==> config.mk <==
export PLATFORM = sky130hd
export DESIGN_NAME = serial_adder_ctrl
export DESIGN_NICKNAME = d
export VERILOG_FILES = /design/src/rtl/serial_adder_pkg.sv /design/src/rtl/serial_adder_ctrl_adder_slice.sv /design/src/rtl/serial_adder_ctrl.sv
export SDC_FILE = /design/constraint.sdc
export NUM_CORES = 1
export LEC_CHECK = 0
export CORE_MARGIN = 2
export CORE_UTILIZATION = 40
export CTS_CLUSTER_DIAMETER = 50
export CTS_CLUSTER_SIZE = 16
export DETAILED_ROUTE_END_ITERATION = 8
export SLEW_MARGIN = 20
export SYNTH_ARGS = -nofsm -noshare
export SYNTH_HDL_FRONTEND = slang
export SYNTH_HIERARCHICAL = 1
export SYNTH_SLANG_ARGS = --single-unit
==> constraint.sdc <==
create_clock -name clk -period 2.1 [get_ports clk]
set_input_delay 0.21 -clock clk [delete_from_list [all_inputs] [get_ports clk]]
set_output_delay 0.21 -clock clk [all_outputs]
set_load 0.02 [all_outputs]
==> src/rtl/serial_adder_pkg.sv <==
// Shared types and defaults for the bit-serial adder controller.
package serial_adder_pkg;

  // Controller states: waiting, stepping the slice, presenting the result.
  typedef enum logic [1:0] {
    IDLE = 2'd0,
    RUN  = 2'd1,
    DONE = 2'd2
  } sa_state_t;

  localparam int SA_DEFAULT_WIDTH = 8;

endpackage

==> src/rtl/serial_adder_ctrl_adder_slice.sv <==
// One-bit full-adder slice built from two half adders and a carry OR.
// Purely combinational; the carry flop lives in the controller.

// Single half adder cell.
module half_adder (
  input  logic i_a,
  input  logic i_b,
  output logic o_s,
  output logic o_c
);
  assign o_s = i_a ^ i_b;
  assign o_c = i_a & i_b;
endmodule

// Full-adder slice: HA1 forms propagate/generate, HA2 folds in the carry.
module adder_slice (
  input  logic i_a,
  input  logic i_b,
  input  logic i_c,
  output logic o_s,
  output logic o_c
);
  logic w_p;
  logic w_g1;
  logic w_g2;

  half_adder u_ha1 (
    .i_a (i_a),
    .i_b (i_b),
    .o_s (w_p),
    .o_c (w_g1)
  );

  half_adder u_ha2 (
    .i_a (w_p),
    .i_b (i_c),
    .o_s (o_s),
    .o_c (w_g2)
  );

  assign o_c = w_g1 | w_g2;
endmodule

==> src/rtl/serial_adder_ctrl.sv <==
// Bit-serial adder controller: captures a/b on start, steps one adder slice
// per clock LSB first, and presents sum/carry with a one-cycle done pulse.
// Optional feature macro: SERIAL_ADDER_SUB_EN adds a 'sub' input that turns
// the operation into A-B (B inverted at capture, carry flop preset to 1).
//
// Handshake: start is sampled only in IDLE; an accepted start raises busy the
// next cycle; done pulses for exactly one cycle with sum/carry already valid;
// start seen in RUN or DONE is dropped, never queued.
module serial_adder_ctrl
  import serial_adder_pkg::*;
#(
  parameter int WIDTH = SA_DEFAULT_WIDTH
) (
  input  logic             clk,
  input  logic             rst,
  input  logic             start,
`ifdef SERIAL_ADDER_SUB_EN
  input  logic             sub,
`endif
  input  logic [WIDTH-1:0] a,
  input  logic [WIDTH-1:0] b,
  output logic             busy,
  output logic             done,
  output logic [WIDTH-1:0] sum,
  output logic             carry,
  output sa_state_t        o_state_dbg
);

  localparam int CW = $clog2(WIDTH);
  localparam logic [CW-1:0] LAST = CW'(WIDTH - 1);

  sa_state_t        r_state;
  sa_state_t        w_state_next;
  logic [CW-1:0]    r_cnt;
  logic [WIDTH-1:0] r_a_sh;
  logic [WIDTH-1:0] r_b_sh;
  logic [WIDTH-1:0] r_sum_sh;
  logic             r_c_q;
  logic [WIDTH-1:0] r_sum;
  logic             r_carry;

  logic             w_s;
  logic             w_cout;
  logic [WIDTH-1:0] w_sum_next;
  logic [WIDTH-1:0] w_b_cap;
  logic             w_c_init;

`ifdef SERIAL_ADDER_SUB_EN
  // Subtraction is A + ~B + 1: invert B at capture and preset the carry.
  assign w_b_cap  = sub ? ~b : b;
  assign w_c_init = sub;
`else
  assign w_b_cap  = b;
  assign w_c_init = 1'b0;
`endif

  adder_slice u_slice (
    .i_a (r_a_sh[0]),
    .i_b (r_b_sh[0]),
    .i_c (r_c_q),
    .o_s (w_s),
    .o_c (w_cout)
  );

  // New sum bit enters at the MSB so the LSB ends up at bit 0 after WIDTH steps.
  assign w_sum_next = {w_s, r_sum_sh[WIDTH-1:1]};

  // State register.
  always_ff @(posedge clk) begin
    if (rst) r_state <= IDLE;
    else     r_state <= w_state_next;
  end

  // Next-state logic.
  always_comb begin
    w_state_next = r_state;
    case (r_state)
      IDLE:    if (start) w_state_next = RUN;
      RUN:     if (r_cnt == LAST) w_state_next = DONE;
      DONE:    w_state_next = IDLE;
      default: w_state_next = IDLE;
    endcase
  end

  // Datapath: operand capture, serial stepping, and result load on the last step.
  always_ff @(posedge clk) begin
    if (rst) begin
      r_cnt    <= '0;
      r_a_sh   <= '0;
      r_b_sh   <= '0;
      r_sum_sh <= '0;
      r_c_q    <= 1'b0;
      r_sum    <= '0;
      r_carry  <= 1'b0;
    end else begin
      case (r_state)
        IDLE: begin
          if (start) begin
            r_a_sh   <= a;
            r_b_sh   <= w_b_cap;
            r_sum_sh <= '0;
            r_c_q    <= w_c_init;
            r_cnt    <= '0;
          end
        end
        RUN: begin
          r_a_sh   <= r_a_sh >> 1;
          r_b_sh   <= r_b_sh >> 1;
          r_sum_sh <= w_sum_next;
          r_c_q    <= w_cout;
          r_cnt    <= r_cnt + 1'b1;
          // Final step: the result is visible in the same cycle done rises.
          if (r_cnt == LAST) begin
            r_sum   <= w_sum_next;
            r_carry <= w_cout;
          end
        end
        default: ;
      endcase
    end
  end

  assign busy        = (r_state != IDLE);
  assign done        = (r_state == DONE);
  assign sum         = r_sum;
  assign carry       = r_carry;
  assign o_state_dbg = r_state;

endmodule

-- Word level (Yosys, flattened, before mapping)
Cells that the tools add are included.
- bits in registers: 39
- bits in latches: 0
- memory bits (writable): 0
- bits in read-only memories: 0
- input port bits: 19
- output and inout port bits: 13
- word-level logic and storage cells: 38
- memories kept: 0
- add/subtract/negate cells: 1
- multipliers: 0
- div/mod/pow operators: 0
- $lt $le $gt $ge: 0
- equality and inequality tests: 5
- shifts and indexed selects: 0
- mux-type cells: 13
- bitwise gates (word level): 5
- reductions and logical operators: 6
- operators with widths (kind ; count):
    $pmux W8 S2 ; 3
    $mux W8 ; 3
    $pmux W3 S2 ; 1
    $reduce_and A2 Y1 ; 3
    $mux W2 ; 2
    $ne A2 B2 Y1 const B ; 2
    $pmux W2 S2 ; 1
    $reduce_bool A2 Y1 ; 2
    $add A3 B1 Y3 const B ; 1
    $eq A3 B3 Y1 const B ; 1
    $mux W3 ; 1
    $and A1 B1 Y1 ; 2
    $eq A2 B1 Y1 const B ; 1
    $eq A2 B2 Y1 const B ; 1
    $logic_not A2 Y1 ; 1
    $pmux W1 S2 ; 1
    $xor A1 B1 Y1 ; 2
    $mux W1 ; 1
    $or A1 B1 Y1 ; 1

-- Depth between registers and ports, before layout
Gate-level depths: netlist (run 1).
- word-level depth: 4
- mapped depth: 6

-- Cells and area by module
The synthesis (run 1) kept the hierarchy.
- by module, submodules not included (module ; instances ; cells each ; area each (sq um)):
    serial_adder_ctrl ; 1 ; 171 ; 1570.3
    half_adder ; 2 ; 1 ; 12.5
    adder_slice ; 1 ; 1 ; 6.3

-- Worst setup path before layout (run 1)
Ideal clock, no wire load.
- path type: register to output
- start point: reg r_state[1], in the netlist o_state_dbg[1]
- end point: out done
- data arrival time: 1196 ps
- data required time: 1890 ps
- slack: 694 ps
- stages on the path, launching flop included: 3
- cells stage by stage: dfxtp_1 > clkbuf_1 > nor2b_1
- cells in the longest elaborated chain, start to end: 1
- ends and longest elaborated chain (element ; line ; source):
    from (decl) ; serial_adder_ctrl.sv:32 ; sa_state_t r_state;
    from (signal assigned) ; serial_adder_ctrl.sv:71 ; else r_state <= w_state_next;
    $eq A2 B2 Y1 ; serial_adder_ctrl.sv:124 ; assign done = (r_state == DONE);
    to (decl) ; serial_adder_ctrl.sv:23 ; output logic done,
No other way between the ends.

-- Worst setup path after layout (run 1)
- start point: reg r_state[1], in the netlist o_state_dbg[1]
- end point: out busy
- cells in the longest elaborated chain, start to end: 1
- ends and longest elaborated chain (element ; line ; source):
    $reduce_bool A2 Y1 ; serial_adder_ctrl.sv:123 ; assign busy = (r_state != IDLE);
    to (decl) ; serial_adder_ctrl.sv:22 ; output logic busy,
No other way between the ends.

==> results of run 1 <==
-- worst max-delay path: cells and delay by family (launching register included) --
kind	cells	cell delay (ns)
DFF	1	0.56
buffers and inverters	2	0.71
and+or+nand+nor	1	0.16
-- routing by layer --
layer | vias to the layer above | global-route usage, %
met1 | 630 | 20.42
met2 | 27 | 29.58
met5 | - | 0
met4 | 0 | 6.888
met3 | 4 | 4.000
li1 | 680 | -
-- cell type report --
| cell class | instances | area share, % |
|---|---|---|
| clock buffers | 5 | 3.333 |
| repair buffers | 38 | 17.58 |
| inverters | 2 | 0.3636 |
| well taps | 48 | 2.909 |
| multi-input cells | 121 | 37.03 |
| clock inverters | 3 | 1.939 |
| flip-flops and latches | 38 | 36.85 |
-- cells in the final DEF (no fill, tap or decap), types with 2 or more instances in the layout --
cell and count:
ha_1 4, a32oi_1 2, a22oi_1 10, mux2i_1 3
nor3_1 7, clkinv_2 2, nor2b_1 2, buf_4 7
nor2_1 25, a211oi_1 4, clkdlybuf4s50_1 31, inv_1 2
a221oi_2 6, clkbuf_8 5, dfxtp_1 38, a21oi_1 14
nand2_1 19, o32ai_1 4, nand2b_1 12
-- registers in the layout, indices dropped and copies added (netlist names) --
signal,flops
carry,1
r_c_q,1
r_b_sh,8
r_sum_sh,7
r_a_sh,8
o_state_dbg,2
sum,8
r_cnt,3
-- final timing paths --
check	start	endpoint	depth (start not counted)
worst max-delay path	o_state_dbg[1]	busy	3
worst min-delay path	sum[1]	sum[1]	2
worst max register to register	o_state_dbg[0]	r_a_sh[6]	3
worst min register to register	sum[1]	sum[1]	2
-- synth_stat cells (all sizes together) (2+ instances only) --
library cell | n | area, µm²
inv | 2 | 7.510
mux2i | 3 | 30.03
nor3 | 7 | 35.03
nor2 | 26 | 100.1
o32ai | 4 | 35.03
ha | 4 | 50.05
dfxtp | 38 | 760.7
a22oi | 10 | 75.07
clkbuf | 4 | 15.01
nand2b | 12 | 75.07
a221oi | 6 | 90.09
a21oi | 14 | 70.07
a211oi | 4 | 30.03
nor2b | 2 | 12.51
nand2 | 19 | 71.32
a32oi | 2 | 17.52
buf | 9 | 53.80
-- power by group --
part	internal (W)	total (W)	switching, W
Sequential	0.000758	0.000783	0.0000250
Combinational	0.0000985	0.000191	0.0000929
Clock	0.000349	0.000597	0.000248
-- cell families (layout without fill, tap and decap cells) --
logic type                 Yosys count  after routing  share of synthesized area, %
and+or+nand+nor                     70             70                         20.47
AOI/OAI and AO/OA                   43             43                         21.56
DFF                                 38             38                         47.50
buffers and inverters               15             48                         4.765
adders and majority gates            4              4                         3.125
muxes                                4              4                         2.578
-- metrics by stage --
step	util (%)	hold slack, ns	cells
after global routing	55.15	0.4900	255
after CTS	55.15	0.4588	255
final	55.15	0.4586	255
after floorplan	-	0.3759	174
after global placement	52.24	0.4436	247
after detailed placement	52.24	0.4485	247
==> out/metrics.csv, run 1 <==
stage;metric;value;unit
routing;wl_met2;1626;µm
cts;cts-resized-gates;0;
logic_synthesis;ys_seq_area_share;47.50;%
routing;ant_nets;0;
global_route;grt_max_degree;39;
placed_design;placed_cell_area;1956;µm²
power;leakagePower;0.7518;nW
sta;tns;0;ns
setup_path;cp_max_fo;12;
setup_path;worstPathArrival;1.71;ns
placed_design;place_ws;0.3950;ns
routing;via_per_inst;5.259;
sta;layout_setup_ws;0.1785;ns
final_layout;fin_area;2064;µm²
hold_path;min_path_type;reg2reg;
routing;wire_per_inst;13.09;µm
routing;drt_iter0_drc;56;
die;ios;32;
cts;clockRootBuffer;clkbuf_8;
sta;slew_headroom;73.74;%
routing;firstDrtPassIters;4;
cts;cts_sinks;38;
die;dieHeight;67.28;µm
sta;finalCritPeriodShare;91.50;%
global_route;grt_remaining_overflow;0;
flow_run;max_cap_viol_count;0;
logic_synthesis;syn_inst;174;
setup_path;rrSetupSlack;0.67;ns
global_route;antenna_found_initial;0;
logic_synthesis;netlist_area;1602;µm²
logic_synthesis;syn_avg_cell_area;9.204;µm²
logic_synthesis;async_reset_ff_share;0;%
logic_synthesis;ys_types;29;
power;total_power;0.001572;W
global_route;grt_pass1_wl;5851;µm
die;num_rows;22;
placed_design;routabilityCongestion;0.7767;
logic_synthesis;yosys_warnings;6;
cts;post_cts_buffers;0;
power;vdd_drop_max;0.4242;mV
sta;fin_crit;1.921;ns
routing;highest_layer;met4;
cts;path_clk_slew;0.08;ns
final_layout;register_area;760.7;µm²
routing;via_count;1341;
die;core_area;3744;µm²
global_route;first_global_vias;1323;
setup_path;crit_chain;nor2_1 > inv_1 > clkdlybuf4s50_1;
logic_synthesis;ys_ff_latch;38;
sta;rsz0062_at_grt;no;
final_layout;n_antenna_cell;0;
setup_path;critPathKind;reg2out;
sta;final.setup_skew;0.004994;ns
sta;tightest_slew;0.3927;ns
cts;cts_buffer_depth;2;
final_layout;nFillCells;375;
logic_synthesis;synth_edf_count;0;
cts;hold_buffers;0;
cts;cts.htree.levels;2;
die;die_area;4526;µm²
cts;clkLatencyLatePin;0.28;ns
placed_design;dp_hpwl;2358;µm
setup_path;cpMaxStageDelayCell;clkdlybuf4s50_1;
final_layout;drive_above_1_share;12.08;%
sta;setup_violations;0;
setup_path;critPathLaunchType;register;
power;power_density;761.2;nW/µm²
sta;hold_viol_final;0;
setup_path;crit_required;1.89;ns
cts;cts_buffers;5;
final_layout;multiInputGateArea;764.5;µm²
placed_design;numPortBuffers;31;
final_layout;syn_to_final_growth;28.91;%
final_layout;fin_nets;229;
routing;routed_wl;3338;µm
routing;wl_met1;1569;µm
logic_synthesis;syn_nets;197;
die;start_util;42.78;%
outcome;status;complete, no violations;
global_route;grtUsageTotal;17.11;%
sta;fmax;520.4;MHz
logic_synthesis;synth_ff_type;dfxtp_1;
die;die_w;67.28;µm
cts;cts_tree;yes;
setup_path;slowest_delay;0.61;ns
routing;routed-wl-met3;114;µm
routing;drc;0;
sta;drv_slew;0;
setup_path;cp-end-kind;output port;
No activity file was read; power rests on OpenSTA's default activity.
==> inputs of run 2 (changes only) <==
--- a/config.mk
+++ b/config.mk
@@ -5,6 +5,7 @@
 export SDC_FILE = /design/constraint.sdc
 export NUM_CORES = 1
 export LEC_CHECK = 0
+export ABC_AREA = 1
 export CORE_MARGIN = 2
 export CORE_UTILIZATION = 40
 export CTS_CLUSTER_DIAMETER = 50
==> out/metrics.csv, run 2 <==
stage;metric;value;unit;change
outcome;status;complete, no violations;;
setup_path;crit_required;1.89;ns;about the same
setup_path;critPathLaunchType;register;;
sta;slew_headroom;68.69;%;-5.1 points
logic_synthesis;ys_types;17;;-41%
final_layout;layout_commonest_cell;nand2_1;;
setup_path;worstPathArrival;1.68;ns;-0.03 ns
sta;rsz0062_at_grt;no;;
power;power_switching;0.0003580;W;-2.1%
routing;drt_iter0_drc;70;;+25%
final_layout;drive_above_1_share;7.336;%;-4.7 points
power;swShare;24.93;%;+1.7 points
cts;hold_buffers;0;;unchanged
sta;final.setup_skew;0.005216;ns;+0.0002226 ns
setup_path;r2r_cells;5;;+2
hold_path;min_path_type;reg2reg;;
logic_synthesis;synth.area.top_cells;dfxtp_1, nand3_1, nand2_1;;
logic_synthesis;yosysTopAreaCell;dfxtp_1;;
final_layout;final_cell_mix;nand2_1, nand3_1, dfxtp_1, clkdlybuf4s50_1;;
logic_synthesis;ys_seq_area_share;46.27;%;-1.2 points
sta;setup_violations;0;;unchanged
logic_synthesis;synth_edf_count;0;;unchanged
placed_design;numPortBuffers;31;;unchanged
logic_synthesis;ys_ff_latch;38;;unchanged
final_layout;syn_to_final_growth;25.65;%;
power;leakagePower;0.9182;nW;+22%
die;ios;32;;unchanged
power;p_seq_share;53.2;%;+3.4 points
routing;firstDrtPassIters;4;;unchanged
logic_synthesis;syn_nets;253;;+28%
power;p_comb_share;12.7;%;+0.5 points
logic_synthesis;synth.top_cell.area_share;46.27;%;-1.2 points
logic_synthesis;netlist_top_cells_count;nand2_1, nand3_1, dfxtp_1;;
sta;hold_viol_final;0;;unchanged
cts;cts_sinks;38;;unchanged
hold_path;whs_path_depth;2;;unchanged
final_layout;fin_nets;283;;+24%
routing;routed_wl;3794;µm;+14%
logic_synthesis;async_reset_ff_share;0;%;unchanged
logic_synthesis;syn_avg_cell_area;7.148;µm²;-22%
logic_synthesis;synth_compound_area_share;5.936;%;-16 points
global_route;grtUsageTotal;17.94;%;+0.83 points
placed_design;routabilityCongestion;0.7904;;+1.8%
cts;cts_buffers;5;;unchanged
die;num_rows;23;;+4.5%
global_route;grt_remaining_overflow;0;;unchanged
cts;clkLatencyLatePin;0.28;ns;about the same
setup_path;cp-end-kind;output port;;
global_route;antenna_found_initial;0;;unchanged
cts;clockRootBuffer;clkbuf_8;;
logic_synthesis;syn_inst;230;;+32%
cts;cts_tree;yes;;
global_route;first_global_vias;1410;;+6.6%
routing;drc;0;;unchanged
power;clockPowerShare;34.2;%;-3.8 points
sta;fmax;528.8;MHz;+1.6%
placed_design;dp_hpwl;2519;µm;+6.8%
sta;drv_slew;0;;unchanged
placed_design;dp.cells;303;;+23%
setup_path;cp_max_fo;12;;unchanged
power;p_int;0.001078;W;-11%
logic_synthesis;synth-simple-area-share;35.16;%;+15 points
die;dieHeight;68.11;µm;+1.2%
die;die_area;4639;µm²;+2.5%
die;start_util;41.40;%;-1.4 points
routing;ant_nets;0;;unchanged
power;power_density;695.2;nW/µm²;-8.7%
sta;finalCritPeriodShare;90.06;%;-1.4 points
global_route;grt_max_degree;24;;-38%
routing;via_count;1509;;+13%
cts;cts_buffer_depth;2;;unchanged
sta;tightest_slew;0.4680;ns;+0.07535 ns
cts;cts.htree.levels;2;;unchanged
logic_synthesis;synth_xor_area_share;0;%;unchanged
routing;wire_per_inst;12.28;µm;-6.2%
cts;post_cts_buffers;0;;unchanged
die;core_area;3971;µm²;+6.1%
power;vdd_drop_max;0.3811;mV;-10%
logic_synthesis;synth_top_family_by_area;simple AND/OR/NAND/NOR gates;;
logic_synthesis;yosys_warnings;6;;unchanged
global_route;grt_pass1_wl;6299;µm;+7.7%
logic_synthesis;netlist_area;1644;µm²;+2.7%
logic_synthesis;muxShareOfSynthArea;0;%;-2.6 points
logic_synthesis;synthMostInstantiatedCell;nand2_1;;
logic_synthesis;synth-adder-area-share;3.044;%;-0.081 points
final_layout;fin_cells;309;;+21%
sta;fin_crit;1.891;ns;-0.03031 ns
flow_run;max_cap_viol_count;0;;unchanged
cts;path_clk_slew;0.07;ns;about the same
die;die_w;68.11;µm;+1.2%
setup_path;critPathKind;reg2out;;
routing;via_per_inst;4.883;;-7.1%
sta;tns;0;ns;unchanged
cts;cts-resized-gates;0;;unchanged
final_layout;n_antenna_cell;0;;unchanged
logic_synthesis;synth_ff_type;dfxtp_1;;
==> run 2: cell types whose count changed after synthesis, sizes merged, moves of 3 or more <==
cell,before,now
a211oi,4,0
a221oi,6,0
a22oi,10,0
inv,2,24
mux2i,3,0
nand2,19,58
nand2b,12,0
nand3,0,52
nor2,26,22
nor3,7,0
o32ai,4,0
==> run 2: metrics by stage <==
step	power, W	hold slack [ns]	utilization [%]	worst slack [ns]	cell area, µm²
3_5_place_dp	0.0009619	0.4523	49.94	0.4569	1983
2_1_floorplan	0.0008943	0.3529	-	0.8738	1644
4_1_cts	0.001454	0.4655	52.02	0.2001	2066
5_1_grt	0.001495	0.4870	52.02	0.06074	2066
6_report	0.001436	0.4603	52.02	0.2088	2066
3_3_place_gp	0.0009631	0.4595	49.94	0.4456	1983
==> run 2: cells by family (layout without fill, tap and decap cells) <==
| family | after synthesis | after routing |
|---|---|---|
| and+or+nand+nor | 132 | 132 |
| DFF | 38 | 38 |
| adders and majority gates | 4 | 4 |
| AOI/OAI and AO/OA | 19 | 19 |
| buffers and inverters | 37 | 66 |
==> run 2: power by group through the flow <==
stage	logic (W)	clock network [W]	registers, W
finish	0.000182	0.000491	0.000764
global route	0.000205	0.000524	0.000766
CTS	0.000184	0.000507	0.000763
detailed placement	0.000182	0	0.000780
global placement	0.000184	0	0.000779
floorplan	0.000119	0	0.000775
==> run 2: worst paths after layout <==
kind                                     start         to  slack, ns
worst max-delay path            o_state_dbg[0]       busy       0.21
worst max register to register  o_state_dbg[0]  r_a_sh[1]       0.61
worst min-delay path               r_sum_sh[2]     sum[1]       0.46
worst min register to register     r_sum_sh[2]     sum[1]       0.46
==> run 2: worst max-delay path, stage by stage (launching register included) <==
cell             delay, ns
dfxtp_1               0.41
nor2_2                0.38
inv_1                 0.07
clkdlybuf4s50_1       0.54
==> run 2: area by class of cell <==
type                            count  area [µm²]
Clock buffer                        6       82.58
Fill cell                         438        1906
Inverter                           25       93.84
Multi-Input combinational cell    155       725.7
Sequential cell                    38       760.7
Tap cell                           50       62.56
Timing Repair Buffer               35       340.3
==> run 2: layer usage <==
layer / part of all wire (%) / GRT usage, %
met3: 5.9 / 3.454
met1: 48 / 22.52
met2: 45 / 30.70
met5: 0 / 0
met4: 1.2 / 6.000
